==> config.mk <==
export PLATFORM = sky130hd
export DESIGN_NAME = filter_rule_sched
export DESIGN_NICKNAME = d
export VERILOG_FILES = /design/src/rtl/filter_rule_sched.sv
export SDC_FILE = /design/constraint.sdc
export NUM_CORES = 1
export LEC_CHECK = 0
export BUFFER_PORTS_ARGS = -buffer_cell sky130_fd_sc_hd__buf_2
export CORE_ASPECT_RATIO = 1.5
export CORE_MARGIN = 4
export CORE_UTILIZATION = 55
export CTS_BUF_LIST = sky130_fd_sc_hd__clkbuf_16
export DETAILED_ROUTE_END_ITERATION = 8
export PLACE_DENSITY = 0.77
export SLEW_MARGIN = 20
export SYNTH_ARGS = -nofsm -noshare
export SYNTH_HDL_FRONTEND = slang
export SYNTH_SLANG_ARGS = --single-unit
==> constraint.sdc <==
create_clock -name axi_aclk -period 7.6 [get_ports axi_aclk]
set_clock_uncertainty 0.1 [all_clocks]
set_input_delay 0.76 -clock axi_aclk [delete_from_list [all_inputs] [get_ports axi_aclk]]
set_output_delay 0.76 -clock axi_aclk [all_outputs]
set_load 0.02 [all_outputs]
==> src/rtl/filter_rule_sched.sv <==
// filter_rule_sched: first-match rule-table lookup controller.
// It latches a parsed header on hdr_rd. It then scans NUM_RULES rules, one per
// cycle, with the lowest index winning. It registers a send decision for the
// output FIFO and holds it until the parser pulses hdr_clear.
// Ports:
//   axi_aclk / axi_aresetn          clock, async active-low reset
//   hdr_rd, hdr_clear, hdr_*        parser handshake and header fields
//   cfg_*                           one-cycle rule write port
//   m_send, m_send_rd               decision and decision-valid
//   match_hit, match_idx            decision source
//   busy, hit_cnt, drop_cnt         status and statistics
//
// state      | meaning
// -----------+------------------------------------------------------------
// IDLE       | no packet in flight; waits for hdr_rd
// SCAN       | evaluates rule[idx_q] on the latched header, one per cycle
// WAIT_CLEAR | decision registered and held until hdr_clear
module filter_rule_sched #(
  parameter int NUM_RULES      = 8,
  parameter int IP_ADDR_LEN    = 32,
  parameter int PORT_LEN       = 16,
  parameter bit DEFAULT_ACTION = 1'b0,
  localparam int IDX_W         = $clog2(NUM_RULES)
) (
  input  logic                   axi_aclk,
  input  logic                   axi_aresetn,
  input  logic                   hdr_rd,
  input  logic                   hdr_clear,
  input  logic [IP_ADDR_LEN-1:0] hdr_src_ip,
  input  logic [IP_ADDR_LEN-1:0] hdr_dst_ip,
  input  logic [PORT_LEN-1:0]    hdr_dst_port,
  input  logic                   cfg_wr,
  input  logic [IDX_W-1:0]       cfg_idx,
  input  logic                   cfg_valid,
  input  logic                   cfg_action,
  input  logic [IP_ADDR_LEN-1:0] cfg_src_ip,
  input  logic [IP_ADDR_LEN-1:0] cfg_src_mask,
  input  logic [IP_ADDR_LEN-1:0] cfg_dst_ip,
  input  logic [IP_ADDR_LEN-1:0] cfg_dst_mask,
  input  logic [PORT_LEN-1:0]    cfg_dst_port,
  output logic                   m_send,
  output logic                   m_send_rd,
  output logic                   match_hit,
  output logic [IDX_W-1:0]       match_idx,
  output logic                   busy,
  output logic [31:0]            hit_cnt,
  output logic [31:0]            drop_cnt
);

  typedef enum logic [1:0] {IDLE, SCAN, WAIT_CLEAR} state_e;

  localparam logic [IDX_W-1:0] LAST_IDX = IDX_W'(NUM_RULES - 1);

  // Rule table; only the valid bits need a reset value
  logic                   valid_q    [NUM_RULES];
  logic                   action_q   [NUM_RULES];
  logic [IP_ADDR_LEN-1:0] src_ip_q   [NUM_RULES];
  logic [IP_ADDR_LEN-1:0] src_mask_q [NUM_RULES];
  logic [IP_ADDR_LEN-1:0] dst_ip_q   [NUM_RULES];
  logic [IP_ADDR_LEN-1:0] dst_mask_q [NUM_RULES];
  logic [PORT_LEN-1:0]    dst_port_q [NUM_RULES];

  state_e                 state_q;
  logic [IDX_W-1:0]       idx_q;
  logic [IP_ADDR_LEN-1:0] hdr_src_q;
  logic [IP_ADDR_LEN-1:0] hdr_dst_q;
  logic [PORT_LEN-1:0]    hdr_port_q;
  logic                   rule_match;

  always_ff @(posedge axi_aclk or negedge axi_aresetn) begin
    if (!axi_aresetn) begin
      for (int i = 0; i < NUM_RULES; i++) valid_q[i] <= 1'b0;
    end else if (cfg_wr) begin
      valid_q[cfg_idx] <= cfg_valid;
    end
  end

  always_ff @(posedge axi_aclk) begin
    if (cfg_wr) begin
      action_q[cfg_idx]   <= cfg_action;
      src_ip_q[cfg_idx]   <= cfg_src_ip;
      src_mask_q[cfg_idx] <= cfg_src_mask;
      dst_ip_q[cfg_idx]   <= cfg_dst_ip;
      dst_mask_q[cfg_idx] <= cfg_dst_mask;
      dst_port_q[cfg_idx] <= cfg_dst_port;
    end
  end

  // The compare reads the table as it stands before this edge. A same-cycle
  // write to rule[idx_q] therefore only takes effect for later packets.
  assign rule_match = valid_q[idx_q]
    && (((hdr_src_q ^ src_ip_q[idx_q]) & src_mask_q[idx_q]) == '0)
    && (((hdr_dst_q ^ dst_ip_q[idx_q]) & dst_mask_q[idx_q]) == '0)
    && ((dst_port_q[idx_q] == '0) || (dst_port_q[idx_q] == hdr_port_q));

  always_ff @(posedge axi_aclk or negedge axi_aresetn) begin
    if (!axi_aresetn) begin
      state_q    <= IDLE;
      idx_q      <= '0;
      hdr_src_q  <= '0;
      hdr_dst_q  <= '0;
      hdr_port_q <= '0;
      m_send     <= 1'b0;
      m_send_rd  <= 1'b0;
      match_hit  <= 1'b0;
      match_idx  <= '0;
      busy       <= 1'b0;
      hit_cnt    <= '0;
      drop_cnt   <= '0;
    end else begin
      case (state_q)
        IDLE: begin
          m_send    <= 1'b0;
          m_send_rd <= 1'b0;
          if (hdr_rd) begin
            hdr_src_q  <= hdr_src_ip;
            hdr_dst_q  <= hdr_dst_ip;
            hdr_port_q <= hdr_dst_port;
            idx_q      <= '0;
            busy       <= 1'b1;
            state_q    <= SCAN;
          end
        end
        SCAN: begin
          if (rule_match) begin
            m_send    <= action_q[idx_q];
            match_hit <= 1'b1;
            match_idx <= idx_q;
            m_send_rd <= 1'b1;
            hit_cnt   <= hit_cnt + 32'd1;
            if (!action_q[idx_q]) drop_cnt <= drop_cnt + 32'd1;
            state_q   <= WAIT_CLEAR;
          end else if (idx_q == LAST_IDX) begin
            m_send    <= DEFAULT_ACTION;
            match_hit <= 1'b0;
            match_idx <= '0;
            m_send_rd <= 1'b1;
            if (!DEFAULT_ACTION) drop_cnt <= drop_cnt + 32'd1;
            state_q   <= WAIT_CLEAR;
          end else begin
            idx_q <= idx_q + IDX_W'(1);
          end
        end
        WAIT_CLEAR: begin
          if (hdr_clear) begin
            m_send    <= 1'b0;
            m_send_rd <= 1'b0;
            busy      <= 1'b0;
            state_q   <= IDLE;
          end
        end
        default: begin
          busy    <= 1'b0;
          state_q <= IDLE;
        end
      endcase
    end
  end

endmodule

# Word level (Yosys, flattened, before mapping)
# Memories as Yosys holds them, arrays and structs flattened.
# Index checks and enable logic that the tools add are counted.
[op_classes]
n_addsub = 3
n_lt_le_gt_ge = 3
n_eq_ne = 10
mux = 32
n_bitwise = 7
n_reduce_logical = 20
[op_table]
columns = ["operator", "n"]
rows = [
  ["2-to-1 mux 32 bit", 3],
  ["adder 32 x 1 -> 32 bit (second input constant)", 2],
  ["AND 32 bit", 2],
  ["zero test 32 bit", 2],
  ["XOR 32 bit", 2],
  ["equality test 16 bit", 1],
  ["zero test 16 bit", 1],
  ["2-to-1 mux 3 bit", 5],
  ["2-to-1 mux 1 bit", 12],
  ["AND reduction 3 bit", 4],
  ["!= test 2 bit (second input constant)", 5],
  ["case mux 1 bit (3 select lines)", 3],
  ["bitwise mux 8 bit", 1],
  ["greater-or-equal comparator 4 bit (second input constant)", 2],
  ["2-to-1 mux 2 bit", 4],
  ["inverter 3 -> 4 bit", 2],
  ["case mux 2 bit (3 select lines)", 1],
  ["case mux 3 bit (2 select lines)", 1],
  ["AND reduction 2 bit", 3],
  ["logical AND 1 bit", 4],
  ["less-than comparator 4 x 1 -> 1 bit (second input constant)", 1],
  ["AND reduction 4 bit", 1],
  ["nonzero test 2 bit", 2],
  ["adder 3 x 1 -> 3 bit (second input constant)", 1],
  ["other kinds (10)", 10],
]
[word_totals]
reg_bits = 164
mem_bits_rw = 1160
out_inout_bits = 71
wordCells = 101
mem_count = 6
[mem_list]
columns = ["memory", "depth", "width", "read_ports", "rd_ports_with_merged_regs", "write_ports", "line_no", "text"]
rows = [
  ["dst_ip_q", 8, 32, 1, 0, 1, "59", "logic [IP_ADDR_LEN-1:0] dst_ip_q [NUM_RULES];"],
  ["dst_mask_q", 8, 32, 1, 0, 1, "60", "logic [IP_ADDR_LEN-1:0] dst_mask_q [NUM_RULES];"],
  ["src_ip_q", 8, 32, 1, 0, 1, "57", "logic [IP_ADDR_LEN-1:0] src_ip_q [NUM_RULES];"],
  ["src_mask_q", 8, 32, 1, 0, 1, "58", "logic [IP_ADDR_LEN-1:0] src_mask_q [NUM_RULES];"],
  ["dst_port_q", 8, 16, 1, 0, 1, "61", "logic [PORT_LEN-1:0] dst_port_q [NUM_RULES];"],
  ["action_q", 8, 1, 1, 0, 1, "56", "logic action_q [NUM_RULES];"],
]

# Longest topological paths before layout
[logic_depth]
word_depth = 9
mapped_depth = 16

# Worst setup path after synthesis
# No wires, ideal clock.
[synth_timing]
path_type = "input port to flip-flop"
from = "input cfg_idx[1]"
to = "register valid_q[6] (netlist name)"
setup_ps = 116
t_arrival_ps = 12151
required_time_ps = 7384
path_slack_ps = -4767
path_stages = 2
n_path_buf = 0
path_cell_list = "nor3_1 -> mux2_2"
[synth_between]
elab_chain_len = 6
elab_cells_between_ends = 7
cone_classes = "order compare: 2; mux: 3; bitwise: 1; reduce/logical: 1"
[synth_rtl]
columns = ["element", "line_no", "text"]
rows = [
  ["from (decl)", "33", "input logic [IDX_W-1:0] cfg_idx,"],
  ["inverter 3 -> 4 bit (not written as such) *", "74", "valid_q[cfg_idx] <= cfg_valid;"],
  ["greater-or-equal comparator 4 bit (not written as such) or less-than comparator 4 x 1 -> 1 bit (tied branches)", "74", ""],
  ["logical AND 1 bit (not written as such)", "74", ""],
  ["2-to-1 mux 1 bit (not written as such)", "74", ""],
  ["demux 1 bit (select 3 bit) *", "74", ""],
  ["bitwise mux 8 bit *", "74", ""],
  ["to (signal, indexed assignment)", "74", ""],
  ["to (decl)", "55", "logic valid_q [NUM_RULES];"],
]
# Mark *: on every way between the ends. The rest lies on a longest branch, timed or not.
# A chain may end at the register's enable or synchronous reset.

# Worst setup path after layout
[layout_timing]
from = "register idx_q[1]"
to = "register drop_cnt[31]"
[layout_between]
elab_chain_len = 9
elab_cells_between_ends = 27
cone_classes = "eq/ne: 3; mux: 4; bitwise: 5; reduce/logical: 9; memory: 6"
[layout_rtl]
columns = ["element", "line_no", "text"]
rows = [
  ["from (decl)", "64", "logic [IDX_W-1:0] idx_q;"],
  ["from (signal assigned)", "141", "idx_q <= idx_q + IDX_W'(1);"],
  ["memory (8 x 32 bit) or inverter 3 -> 4 bit (tied branches)", "--", ""],
  ["XOR 32 bit or binary-select mux 1 bit (select 3 bit) (tied branches)", "92, 91", ""],
  ["AND 32 bit or 2-to-1 mux 1 bit (tied branches)", "92, 91", ""],
  ["zero test 32 bit or 2-to-1 mux 1 bit (tied branches)", "92, 91", ""],
  ["logical AND 1 bit", "92", "&& (((hdr_src_q ^ src_ip_q[idx_q]) & src_mask_q[idx_q]) == '0)"],
  ["logical AND 1 bit", "93", "&& (((hdr_dst_q ^ dst_ip_q[idx_q]) & dst_mask_q[idx_q]) == '0)"],
  ["logical AND 1 bit", "94", "&& ((dst_port_q[idx_q] == '0) || (dst_port_q[idx_q] == hdr_port_q));"],
  ["!= test 2 bit (no line) or nonzero test 2 bit (tied branches)", "--", ""],
  ["AND reduction 3 bit (no line)", "--", ""],
  ["to (signal assigned)", "131", "if (!action_q[idx_q]) drop_cnt <= drop_cnt + 32'd1;"],
  ["to (signal assigned)", "138", "if (!DEFAULT_ACTION) drop_cnt <= drop_cnt + 32'd1;"],
  ["to (decl)", "47", "output logic [31:0] drop_cnt"],
]
# Parallel ways exist; a longest one is shown, timed or not. The select of a mux whose other input is x is not followed.

==> impl_metrics.py <==
metrics = {
    "outcome": {
        "outcome": "complete, no violations",
    },
    "yosys": {
        "yosys-top-cells-count": "edfxtp_1, xor2_1, dfrtp_1",
        "synth-async-reset-ratio_pct": 12.4,
        "synth.area.top_cells": "edfxtp_1, dfrtp_1, xor2_1",
        "synth_top_area_share_pct": 66.5,
        "netlist_instances": 2861,
        "synthesis.area_per_instance_um2": 18.3,
        "syn_area_um2": 52300,
        "ys_ff_latch": 1324,
        "ys_types": 78,
        "synth_nets": 3099,
        "synth_edf_count": 1160,
        "synth_top_area_cell": "edfxtp_1",
        "seq_area_frac_synth_pct": 74.4,
        "ys_warn_count": 0,
        "synthFlopType": "edfxtp_1",
        "synth.most_common_cell": "edfxtp_1",
    },
    "critical_path": {
        "worstPathArrival_ps": 6390,
        "cp.required_ps": 8060,
        "cp_max_fo": 76,
        "r2r_start": "idx_q[1]",
        "endpoint_kind": "register",
        "path_class": "reg -> reg",
        "critPathSlowestCell": "dfrtp_4",
        "reg2reg_setup_slack_ps": 1670,
        "crit_path_start": "idx_q[1]",
        "cp-start-kind": "register",
        "crit_family": "compound AO/OA/AOI/OAI gates",
        "r2r_cells": 12,
        "crit_buf_inv": 2,
        "slowest_delay_ps": 1040,
        "reg2reg_to": "drop_cnt[31]",
        "cp_cell_sequence": "buf_12 > mux2i_1 > xnor2_1 > a31oi_1 > o311ai_0 > nor4_1 > o221ai_1 > a2111oi_4 > a21o_1 > buf_4 > a2111oi_1 > xor2_1",
    },
    "sta": {
        "min_period_ps": 5930,
        "finalCritPeriodShare_pct": 78.1,
        "grt_setup_unrepaired": "false",
        "holdWs_ps": 82.5,
        "report.final.slew_viol_count": 0,
        "setup_viol": 0,
        "finalHoldViolations": 0,
        "worst_pin_slew_ps": 1360,
        "fmax_ghz": 0.169,
        "relSlewSlack_pct": 9.53,
    },
    "detailed_routing": {
        "drtIter0Drc": 2844,
        "drt-vias-per-instance": 6.09,
        "vias": 27701,
        "routed_wl_um": 123000,
        "final_antenna_net_count": 0,
        "drc": 0,
        "drt-pass1-iter-count": 6,
        "routedWlPerCell_um": 27.1,
    },
    "clock_network": {
        "cts-resized-gates": 0,
        "clock_latency_ps": 720,
        "numCtsBuffers": 114,
        "cts.sinks": 1324,
        "postCtsHoldBufs": 0,
        "cts_buffer_depth": 3,
        "path_clk_slew_ps": 60,
        "htree_levels": 3,
        "cts_setup_buffers": 0,
        "root_buffer": "clkbuf_16",
        "cts_tree": "built",
    },
    "grt": {
        "grt.busiest_layer": "met2",
        "met2_usage_pct": 41.9,
        "grt_pass1_vias": 29185,
        "met3_usage_pct": 4.33,
        "antenna_found_initial": 39,
        "grt_max_degree": 147,
        "grt_pass1_wl_um": 183000,
        "grt_util_met1_pct": 30.8,
        "grt_remaining_overflow": 0,
        "grt_use_total_pct": 24.5,
    },
    "pwr": {
        "ir_drop_v": 0.000224,
        "p_total_uw": 19500,
        "p_leak_uw": 0.0207,
        "power.density_nw_per_um2": 331,
    },
    "worst_hold_path": {
        "hold_path.class": "in -> async",
    },
    "final_layout": {
        "areaGrowthSynthToFinish_pct": 12.6,
        "drive_gt1_share_pct": 23.3,
        "final_nets": 3407,
        "fin_util_pct": 62.4,
    },
    "placed_design": {
        "gp_congestion": 0.825,
        "io_buffers": 304,
        "dp_hpwl_um": 76700,
    },
    "die": {
        "coreArea_um2": 94400,
        "fp.dieW_um": 260,
        "ios": 305,
        "die_y_um": 386,
        "rows": 138,
        "start_util_pct": 55.4,
        "dieArea_um2": 100000,
    },
    "job": {
        "maxCapViolations": 0,
    },
}
[worst register-to-register path, cell delays in order (launching register included)]
cell	delay [ps]
dfrtp_4	1040
buf_12	540
mux2i_1	440
xnor2_1	130
a31oi_1	200
o311ai_0	300
nor4_1	420
o221ai_1	590
a2111oi_4	500
a21o_1	880
buf_4	330
a2111oi_1	110
xor2_1	190
[power by group]
part | total [uW] | internal, uW | switching, uW | leakage (uW)
clock network | 5780 | 3180 | 2590 | 0.00190
registers | 9230 | 8380 | 849 | 0.0126
logic | 4490 | 2020 | 2460 | 0.00619
total | 19500 | 13600 | 5910 | 0.0207
[cell families (layout without fill, tap and decap cells)]
logic type | after synthesis | in the layout | share of synthesized area, %
compound gates | 294 | 294 | 4.56
xor+xnor | 366 | 366 | 6.12
fa+ha+maj | 4 | 4 | 0.0956
buf+inv | 182 | 589 | 1.75
flops | 1324 | 1324 | 74.4
mux | 329 | 329 | 9.45
other cells | 0 | 22 | 0
simple gates | 362 | 362 | 3.64
[per-stage QoR]
step                std cells  worst slack, ps  area [um^2]  TNS, ps
global route             4540             1270        58900        0
detailed placement       4313             1620        55100        0
global placement         4313             1750        55100        0
floorplan                2861             -545        52400   -82550
finish                   4550             1670        58900        0
CTS                      4528             1580        58900        0
[per-layer routing]
metal  vias up  wire length [um]
met5         -               134
met4        18              5070
met3       272              8600
met2      1169             63600
met1     14309             45800
li1      11933                 -
[layout make-up]
class / count / area (um^2)
clock inverters: 101 / 885
multi-input cells: 1355 / 12600
inverters: 42 / 158
clock buffers: 114 / 2850
diodes: 22 / 55.1
flip-flops and latches: 1324 / 38900
repair buffers: 332 / 1880
well taps: 1260 / 1580
fillers: 6503 / 35500
[placed cells by master (no fill, tap or decap), drive strengths merged, types with 10 or more instances in the layout]
cell / count
edfxtp: 1160
buf: 331
xor2: 329
dfrtp: 164
mux4: 120
clkbuf: 115
mux2: 105
mux2i: 104
nand3: 88
nand2: 72
inv: 65
clkinv: 59
a22oi: 52
nor2: 46
a21oi: 40
xnor2: 37
a221oi: 36
nor3: 36
nor4: 32
a2111oi: 26
o21ai: 25
diode: 22
a222oi: 21
nand4: 21
and3: 17
a31oi: 14
a211oi: 13
bufinv: 13
a32o: 12
o22ai: 11
nand3b: 10
[registers in the layout (all words and copies together) (netlist names)]
| register | flops |
|---|---|
| m_send_rd | 1 |
| action_q | 8 |
| src_ip_q | 256 |
| hit_cnt | 32 |
| dst_ip_q | 256 |
| hdr_dst_q | 32 |
| src_mask_q | 256 |
| match_idx | 3 |
| hdr_src_q | 32 |
| busy | 1 |
| idx_q | 3 |
| hdr_port_q | 16 |
| m_send | 1 |
| match_hit | 1 |
| valid_q | 8 |
| drop_cnt | 32 |
| dst_mask_q | 256 |
| dst_port_q | 128 |
| state_q | 2 |
[worst max path at each step]
stage / cells past startpoint / slack, ps / to
6_report: 12 / 1670 / drop_cnt[31]
5_1_grt: 11 / 1270 / hit_cnt[13]
4_1_cts: 12 / 1580 / drop_cnt[31]
3_5_place_dp: 11 / 1620 / drop_cnt[31]
3_3_place_gp: 10 / 1750 / hit_cnt[22]
2_1_floorplan: 3 / -550 / valid_q[5]
(Power assumes the default switching activity.)
